==> src/rtl/approx_mul_seq.sv <==
// Sequential shift-add unsigned multiplier, one partial-product row per clock,
// with per-transaction approximate low columns. Optional macro: ZERO_SKIP_EN.
module approx_mul_seq #(
  parameter int unsigned W1          = 8,
  parameter int unsigned W2          = 8,
  parameter int unsigned APPROX_COLS = 6
) (
  input  logic             clk,
  input  logic             rst_n,
  input  logic             in_valid,
  output logic             in_ready,
  input  logic [W1-1:0]    in_a,
  input  logic [W2-1:0]    in_b,
  input  logic             in_approx,
  output logic             out_valid,
  input  logic             out_ready,
  output logic [W1+W2-1:0] out_p
);

  localparam int unsigned PW = W1 + W2;
  localparam int unsigned KW = (W2 > 1) ? $clog2(W2) : 1;

  typedef enum logic [1:0] {IDLE, RUN, DONE} state_t;

  state_t          state, state_d;
  logic [PW-1:0]   acc, acc_d;
  logic [KW-1:0]   k, k_d;
  logic [W1-1:0]   a_q, a_d;
  logic [W2-1:0]   b_q, b_d;
  logic            approx_q, approx_d;
  logic            in_ready_d, out_valid_d;
  logic [PW-1:0]   out_p_d;
  logic [PW-1:0]   row_c;
  logic [PW-1:0]   sum_c;
  logic            last_c;

  // Ripple row adder; low columns use the OR/AND cell when approx is set.
  function automatic logic [PW-1:0] row_add(input logic [PW-1:0] x,
                                            input logic [PW-1:0] y,
                                            input logic          approx);
    logic [PW-1:0] s;
    logic          c;
    s = '0;
    c = 1'b0;
    for (int unsigned i = 0; i < PW; i++) begin
      if (approx && (i < APPROX_COLS)) begin
        s[i] = x[i] | y[i] | c;
        c    = x[i] & y[i] & c;
      end else begin
        s[i] = x[i] ^ y[i] ^ c;
        c    = (x[i] & y[i]) | (c & (x[i] ^ y[i]));
      end
    end
    return s;
  endfunction

  always_comb begin
    row_c  = b_q[k] ? (PW'(a_q) << k) : '0;
    sum_c  = row_add(acc, row_c, approx_q);
    last_c = (k == KW'(W2 - 1));
`ifdef ZERO_SKIP_EN
    // Stop early once no set multiplier bits remain above row k.
    if (((b_q >> k) >> 1) == '0) last_c = 1'b1;
`endif
  end

  always_ff @(posedge clk or negedge rst_n) begin
    if (!rst_n) begin
      state     <= IDLE;
      acc       <= '0;
      k         <= '0;
      a_q       <= '0;
      b_q       <= '0;
      approx_q  <= 1'b0;
      in_ready  <= 1'b1;
      out_valid <= 1'b0;
      out_p     <= '0;
    end else begin
      state     <= state_d;
      acc       <= acc_d;
      k         <= k_d;
      a_q       <= a_d;
      b_q       <= b_d;
      approx_q  <= approx_d;
      in_ready  <= in_ready_d;
      out_valid <= out_valid_d;
      out_p     <= out_p_d;
    end
  end

  // Next-state and next-output logic.
  always_comb begin
    state_d     = state;
    acc_d       = acc;
    k_d         = k;
    a_d         = a_q;
    b_d         = b_q;
    approx_d    = approx_q;
    in_ready_d  = in_ready;
    out_valid_d = out_valid;
    out_p_d     = out_p;
    case (state)
      IDLE: begin
        if (in_valid && in_ready) begin
          a_d        = in_a;
          b_d        = in_b;
          approx_d   = in_approx;
          acc_d      = '0;
          k_d        = '0;
          in_ready_d = 1'b0;
          state_d    = RUN;
        end
      end
      RUN: begin
        acc_d = sum_c;
        k_d   = k + KW'(1);
        if (last_c) begin
          state_d     = DONE;
          out_valid_d = 1'b1;
          out_p_d     = sum_c;
        end
      end
      DONE: begin
        if (out_valid && out_ready) begin
          state_d     = IDLE;
          out_valid_d = 1'b0;
          in_ready_d  = 1'b1;
        end
      end
      default: state_d = IDLE;
    endcase
  end

endmodule

==> config.mk <==
export PLATFORM = sky130hd
export DESIGN_NAME = approx_mul_seq
export DESIGN_NICKNAME = d
export VERILOG_FILES = /design/src/rtl/approx_mul_seq.sv
export SDC_FILE = /design/constraint.sdc
export NUM_CORES = 1
export LEC_CHECK = 0
export BUFFER_PORTS_ARGS = -buffer_cell sky130_fd_sc_hd__buf_2
export CAP_MARGIN = 10
export CELL_PAD_IN_SITES_DETAIL_PLACEMENT = 1
export CELL_PAD_IN_SITES_GLOBAL_PLACEMENT = 2
export CORE_MARGIN = 2
export CORE_UTILIZATION = 35
export CTS_CLUSTER_SIZE = 16
export DETAILED_ROUTE_END_ITERATION = 6
export PLACE_DENSITY = 0.79
export SLEW_MARGIN = 10
export SYNTH_ARGS = -nofsm -noshare
export SYNTH_HDL_FRONTEND = slang
export SYNTH_SLANG_ARGS = --single-unit
==> constraint.sdc <==
create_clock -name clk -period 7.5 [get_ports clk]
set_clock_uncertainty 0.05 [all_clocks]
set_input_delay 0.375 -clock clk [delete_from_list [all_inputs] [get_ports clk]]
set_output_delay 0.375 -clock clk [all_outputs]
set_load 0.03 [all_outputs]
Word-level counts from Yosys, hierarchy flattened --
Index checks and enable logic that the tools add are counted.
Cells by class: bitwise gates (word level) 90, mux-type cells 29, add/subtract/negate cells 1, equal/unequal tests 6, shift-type cells 1, reduce and logical (&&, ||, !) cells 12, $lt $le $gt $ge 1
Operators by type and width (number):
- $and A1 B1 Y1 | 34
- $mux W16 | 2
- $pmux W16 S2 | 1
- $xor A1 B1 Y1 | 31
- $or A1 B1 Y1 | 25
- $mux W1 | 17
- $shl A8 B3 Y16 | 1
- $reduce_and A3 Y1 | 3
- $mux W2 | 3
- $ne A2 B2 Y1 const B | 3
- $pmux W2 S3 | 1
- $pmux W3 S2 | 1
- $reduce_and A2 Y1 | 3
- $reduce_bool A2 Y1 | 3
- $lt A3 B4 Y1 const B | 1
- $pmux W1 S2 | 2
- $add A3 B1 Y3 const B | 1
- $bmux W1 S3 | 1
- $eq A3 B3 Y1 const B | 1
- $mux W3 | 1
- $eq A2 B1 Y1 const B | 1
- $eq A2 B2 Y1 const B | 1
- $logic_and A1 B1 Y1 | 2
- $logic_not A2 Y1 | 1
Word-level totals: register bits 56, input port bits 21

Logic depth before layout (Yosys ltp) --
depth in word-level cells 40, depth in mapped cells 30

Worst setup path after synthesis --
No wires, ideal clock.
path type register -> register, from register k[0], to register out_p[14], arrival 6.423 ns, period minus slack after synthesis 6.597 ns, path buffers 1, path slack 0.903 ns, stages on the path, launching flop included 29, cells stage by stage dfrtp_1 -> buf_6 -> mux4_2 -> nand2_1 -> nor2_1 -> ha_1 -> nand2b_1 -> fa_1 -> or2_2 -> fa_1 -> or2_2 -> fa_1 -> or2_2 -> fa_1 -> nor2_1 -> fa_1 -> nor2b_1 -> fa_1 -> fa_1 -> fa_1 -> fa_1 -> fa_1 -> inv_1 -> fa_1 -> fa_1 -> inv_1 -> fa_1 -> fa_1 -> mux2_2
Between the ends: cells in the longest elaborated chain, start to end 37, elaborated cells on any way between the ends 72
RTL lines:
- from (decl) | RTL line 27 | logic [KW-1:0] k, k_d;
- from (signal assigned) | RTL line 81 | k <= k_d;
- $bmux W1 S3 | RTL line 58 | row_c = b_q[k] ? (PW'(a_q) << k) : '0;
- $mux W1 (not written as such) | RTL line 58
- $mux W16 * | RTL line 58
- $and A1 B1 Y1 | RTL line 51 | c = (x[i] & y[i]) | (c & (x[i] ^ y[i]));
- $mux W1 | RTL line 46 | if (approx && (i < APPROX_COLS)) begin
- $and A1 B1 Y1 | RTL line 51
- $or A1 B1 Y1 | RTL line 51
- $mux W1 | RTL line 46
- (+22 left out)
- $and A1 B1 Y1 | RTL line 51
- $or A1 B1 Y1 | RTL line 51
- $and A1 B1 Y1 | RTL line 51
- $or A1 B1 Y1 | RTL line 51
- $and A1 B1 Y1 | RTL line 51
- $or A1 B1 Y1 | RTL line 51
- $xor A1 B1 Y1 * | RTL line 50 | s[i] = x[i] ^ y[i] ^ c;
- net sum_c[14] | RTL line 34 | logic [PW-1:0] sum_c;
- to (signal assigned) | RTL line 87 | out_p <= out_p_d;
- to (decl) | RTL line 17 | output logic [W1+W2-1:0] out_p
The timed path passes the listed nets; every way through them passes the cells marked *. The select of a mux whose other input is x is not followed. A chain may end at the register's enable or synchronous reset.

Worst setup path after layout --
Ends and elaborated chain as after synthesis.

==> key figures <==
Floorplan
  – Die area: roughly 9800 µm²
  – Die extent in x: between 90 and 100 µm
  – Initial Utilization: 0.362
  – Std cell rows: 34
  – Vert. Die Dim: 98.9 µm
  – Core area: 8720 µm²
  – # IOs: 39

Clock tree
  – Total CTS buffers: 5
  – Clock Sinks: between 50 and 60
  – CTS tree: done
  – Post-CTS setup buffer count: 0
  – Later-pin clock latency in the skew report: 0.32 ns
  – # hold bufs at CTS: 0
  – H-tree depth: 2
  – CTS clk-pin slew, worst paths: between 0.1 and 0.15 ns
  – Clk buf depth: 2
  – CTS root buf: clkbuf_8
  – CTS resizes: 0

Placed design
  – Final HPWL DP: about 4800 µm
  – DP Worst Slack: roughly 0.65 ns
  – IO Port Bufs: 38
  – Placer Congestion: 0.744

Setup path
  – Critical path endpoint category: flop
  – Max FO, Critical Path: 9
  – WP data arrival: roughly 7 ns
  – Crit start category: flop
  – Critical path class: reg -> reg
  – Critical path required time: 7.67 ns

STA
  – RSZ-0062 raised after global routing: false
  – Pins Over Slew Limit: 0
  – Fmax: around 150 MHz
  – Final setup fails: 0
  – Setup TNS: 0 ns
  – Tcrit/Tclk final: 0.905
  – Final Hold Fails: 0
  – Slew Limit Headroom: 0.255
  – Worst Max-Slew Pin Slew: roughly 1.1 ns
  – Min Tclk post-route: 6.79 ns
  – Final worst slack: just over 0.7 ns

Layout
  – Layout fillers: 970
  – Fraction of layout cells with a size suffix above 1: 0.290
  – Area delta synth->final: 12.7%
  – Layout Nets: approximately 360
  – Reg area: around 1400 µm²
  – # diodes: 0
  – Multi-input logic area: between 1500 and 2000 µm²

Synthesis
  – Synth area leaders: dfrtp_1 44%, mux2_2 11%, fa_1 8.9%
  – Synth Register Bits: between 50 and 60
  – Count leader, synth: dfrtp_1
  – Multiplexer share of the synthesized area: 0.181
  – Ys async rst share: 1.00
  – Yosys top cell by area: dfrtp_1
  – Compound-Gate Fraction of Synth Area: 0.0789
  – Xor and xnor area share after synthesis: 0.00278
  – Syn Inst Count: 280
  – Largest family of logic cells by synthesized area: multiplexers
  – Post-synth top area share: 0.436
  – Synthesized Nets: 324
  – Most frequent cells after synthesis: 55 x dfrtp_1, 48 x nand2_1, 30 x mux2_2, 22 x o21ai_0, 15 x inv_1
  – Syn avg cell area: between 10 and 15 µm²
  – Yosys cell types: 37
  – Post-synth EDFFs: 0
  – Post-synth top flop: dfrtp_1
  – Ys Warns: 0
  – Adder-Cell Fraction of Synth Area: 0.125
  – Seq/Total Area, Yosys: 0.445
  – Post-Syn Area: ~3200 µm²
  – Post-synthesis simple-gate area fraction: 0.121

Route
  – Via count: around 2100
  – 1st-iter DRT viols: 63
  – Final ANT Viol Nets: 0
  – Vias per cell: 5.08
  – Drt first pass iters: 4
  – Drt total wl: about 6600 µm
  – DR DRC count: 0
  – Avg WL per Cell: ~16 µm

Global route
  – GRT Total Usage: 0.143
  – Pin count of the biggest net entering global routing: 57
  – Remaining global-route overflow: 0
  – Global-route wire length before repair: approximately 11000 µm
  – Vias in the first global route: approximately 2300
  – Initial antenna violation count: 0

Power
  – PD cells: 147 nW/µm²
  – Final Power: about 520 µW
  – VDD IR-drop max: approximately 0.072 mV
  – LEAKAGE: approximately 1.8 nW

Run status
  – Outcome: finished, final reports clean

Flow run
  – MaxCap Viol Count: 0

Hold path
  – Hold WC Path Type: in -> async
-- cell usage in the layout, fill, tap and decap left out, drive strengths merged, types with 8 or more instances in the layout --
cell	count
inv	16
dfrtp	55
o21ai	22
fa	14
ha	9
buf	43
nand3	10
mux2	30
nand2	48
o22ai	8
-- critical path, cell delays in order, from the launching register on --
cell and delay (ns):
dfrtp_1 0.41, mux4_2 0.45, nand2_1 0.09, nor2_1 0.10
ha_1 0.15, nand2b_1 0.07, fa_1 0.37, or2_2 0.29
fa_1 0.35, or2_2 0.28, fa_1 0.35, or2_2 0.29
fa_1 0.36, nor2_1 0.12, fa_1 0.17, nor2b_1 0.15
fa_1 0.21, fa_1 0.18, fa_1 0.18, fa_1 0.18
fa_1 0.16, inv_1 0.05, fa_1 0.37, fa_1 0.36
inv_1 0.07, fa_1 0.17, fa_1 0.43, mux2_2 0.27
-- area by class of cell --
class / count / area share
well taps: 108 / 0.0380
repair buffers: 43 / 0.0641
inverters: 15 / 0.0158
flip-flops and latches: 56 / 0.395
clock inverters: 3 / 0.0130
multi-input cells: 192 / 0.455
clock buffers: 5 / 0.0194
-- where the power goes --
part           switching (mW)  total [mW]  leakage (nW)  internal [mW]
registers                   0       0.302         0.680          0.302
clock network           0.109       0.210        0.0548          0.101
logic                 0.00734      0.0116          1.04        0.00427
total                   0.117       0.524          1.78          0.407
-- state kept, by name, indices dropped and copies added, names as in the netlist --
signal     flops
acc           16
a_q            8
in_ready       1
approx_q       1
out_valid      1
k              3
b_q            8
out_p         16
state          2
-- stage by stage --
step,hold WS (ns),util,instance area [µm²],instances
after detailed placement,0.417,0.394,3440,414
final,0.131,0.408,3550,422
after CTS,0.161,0.408,3550,422
after global placement,0.411,0.394,3440,414
after floorplan,0.0294,-,3150,280
after global routing,0.197,0.408,3550,422
-- final timing paths --
path,endpoint,from,depth (start not counted),slack (ns)
setup / recovery,out_p[14],k[0],27,0.71
hold / removal,a_q[5],rst_n,2,0.13
setup reg to reg,out_p[14],k[0],27,0.71
hold reg to reg,out_p[4],out_p[4],2,0.43
max in group asynchronous,out_p[1],rst_n,2,6.79
min in group clk,a_q[5],in_a[5],2,0.23
-- metal layers --
metal  share of wire  track usage  vias to the layer above
li1                -            -                     1021
met1            0.49        0.207                     1082
met2            0.47        0.220                       33
met3           0.032       0.0262                        8
met4           0.012       0.0400                        0
met5               0            0                        -
-- cell families (layout without fill, tap and decap cells) --
| kind of cell | Yosys count | in the layout |
|---|---|---|
| AOI/OAI and AO/OA | 42 | 42 |
| DFF | 56 | 56 |
| and+or+nand+nor | 83 | 83 |
| xor gates and xnor gates | 1 | 1 |
| muxes | 43 | 43 |
| adders and majority gates | 23 | 23 |
| buffers and inverters | 32 | 66 |
No activity file was read; power rests on OpenSTA's default activity.
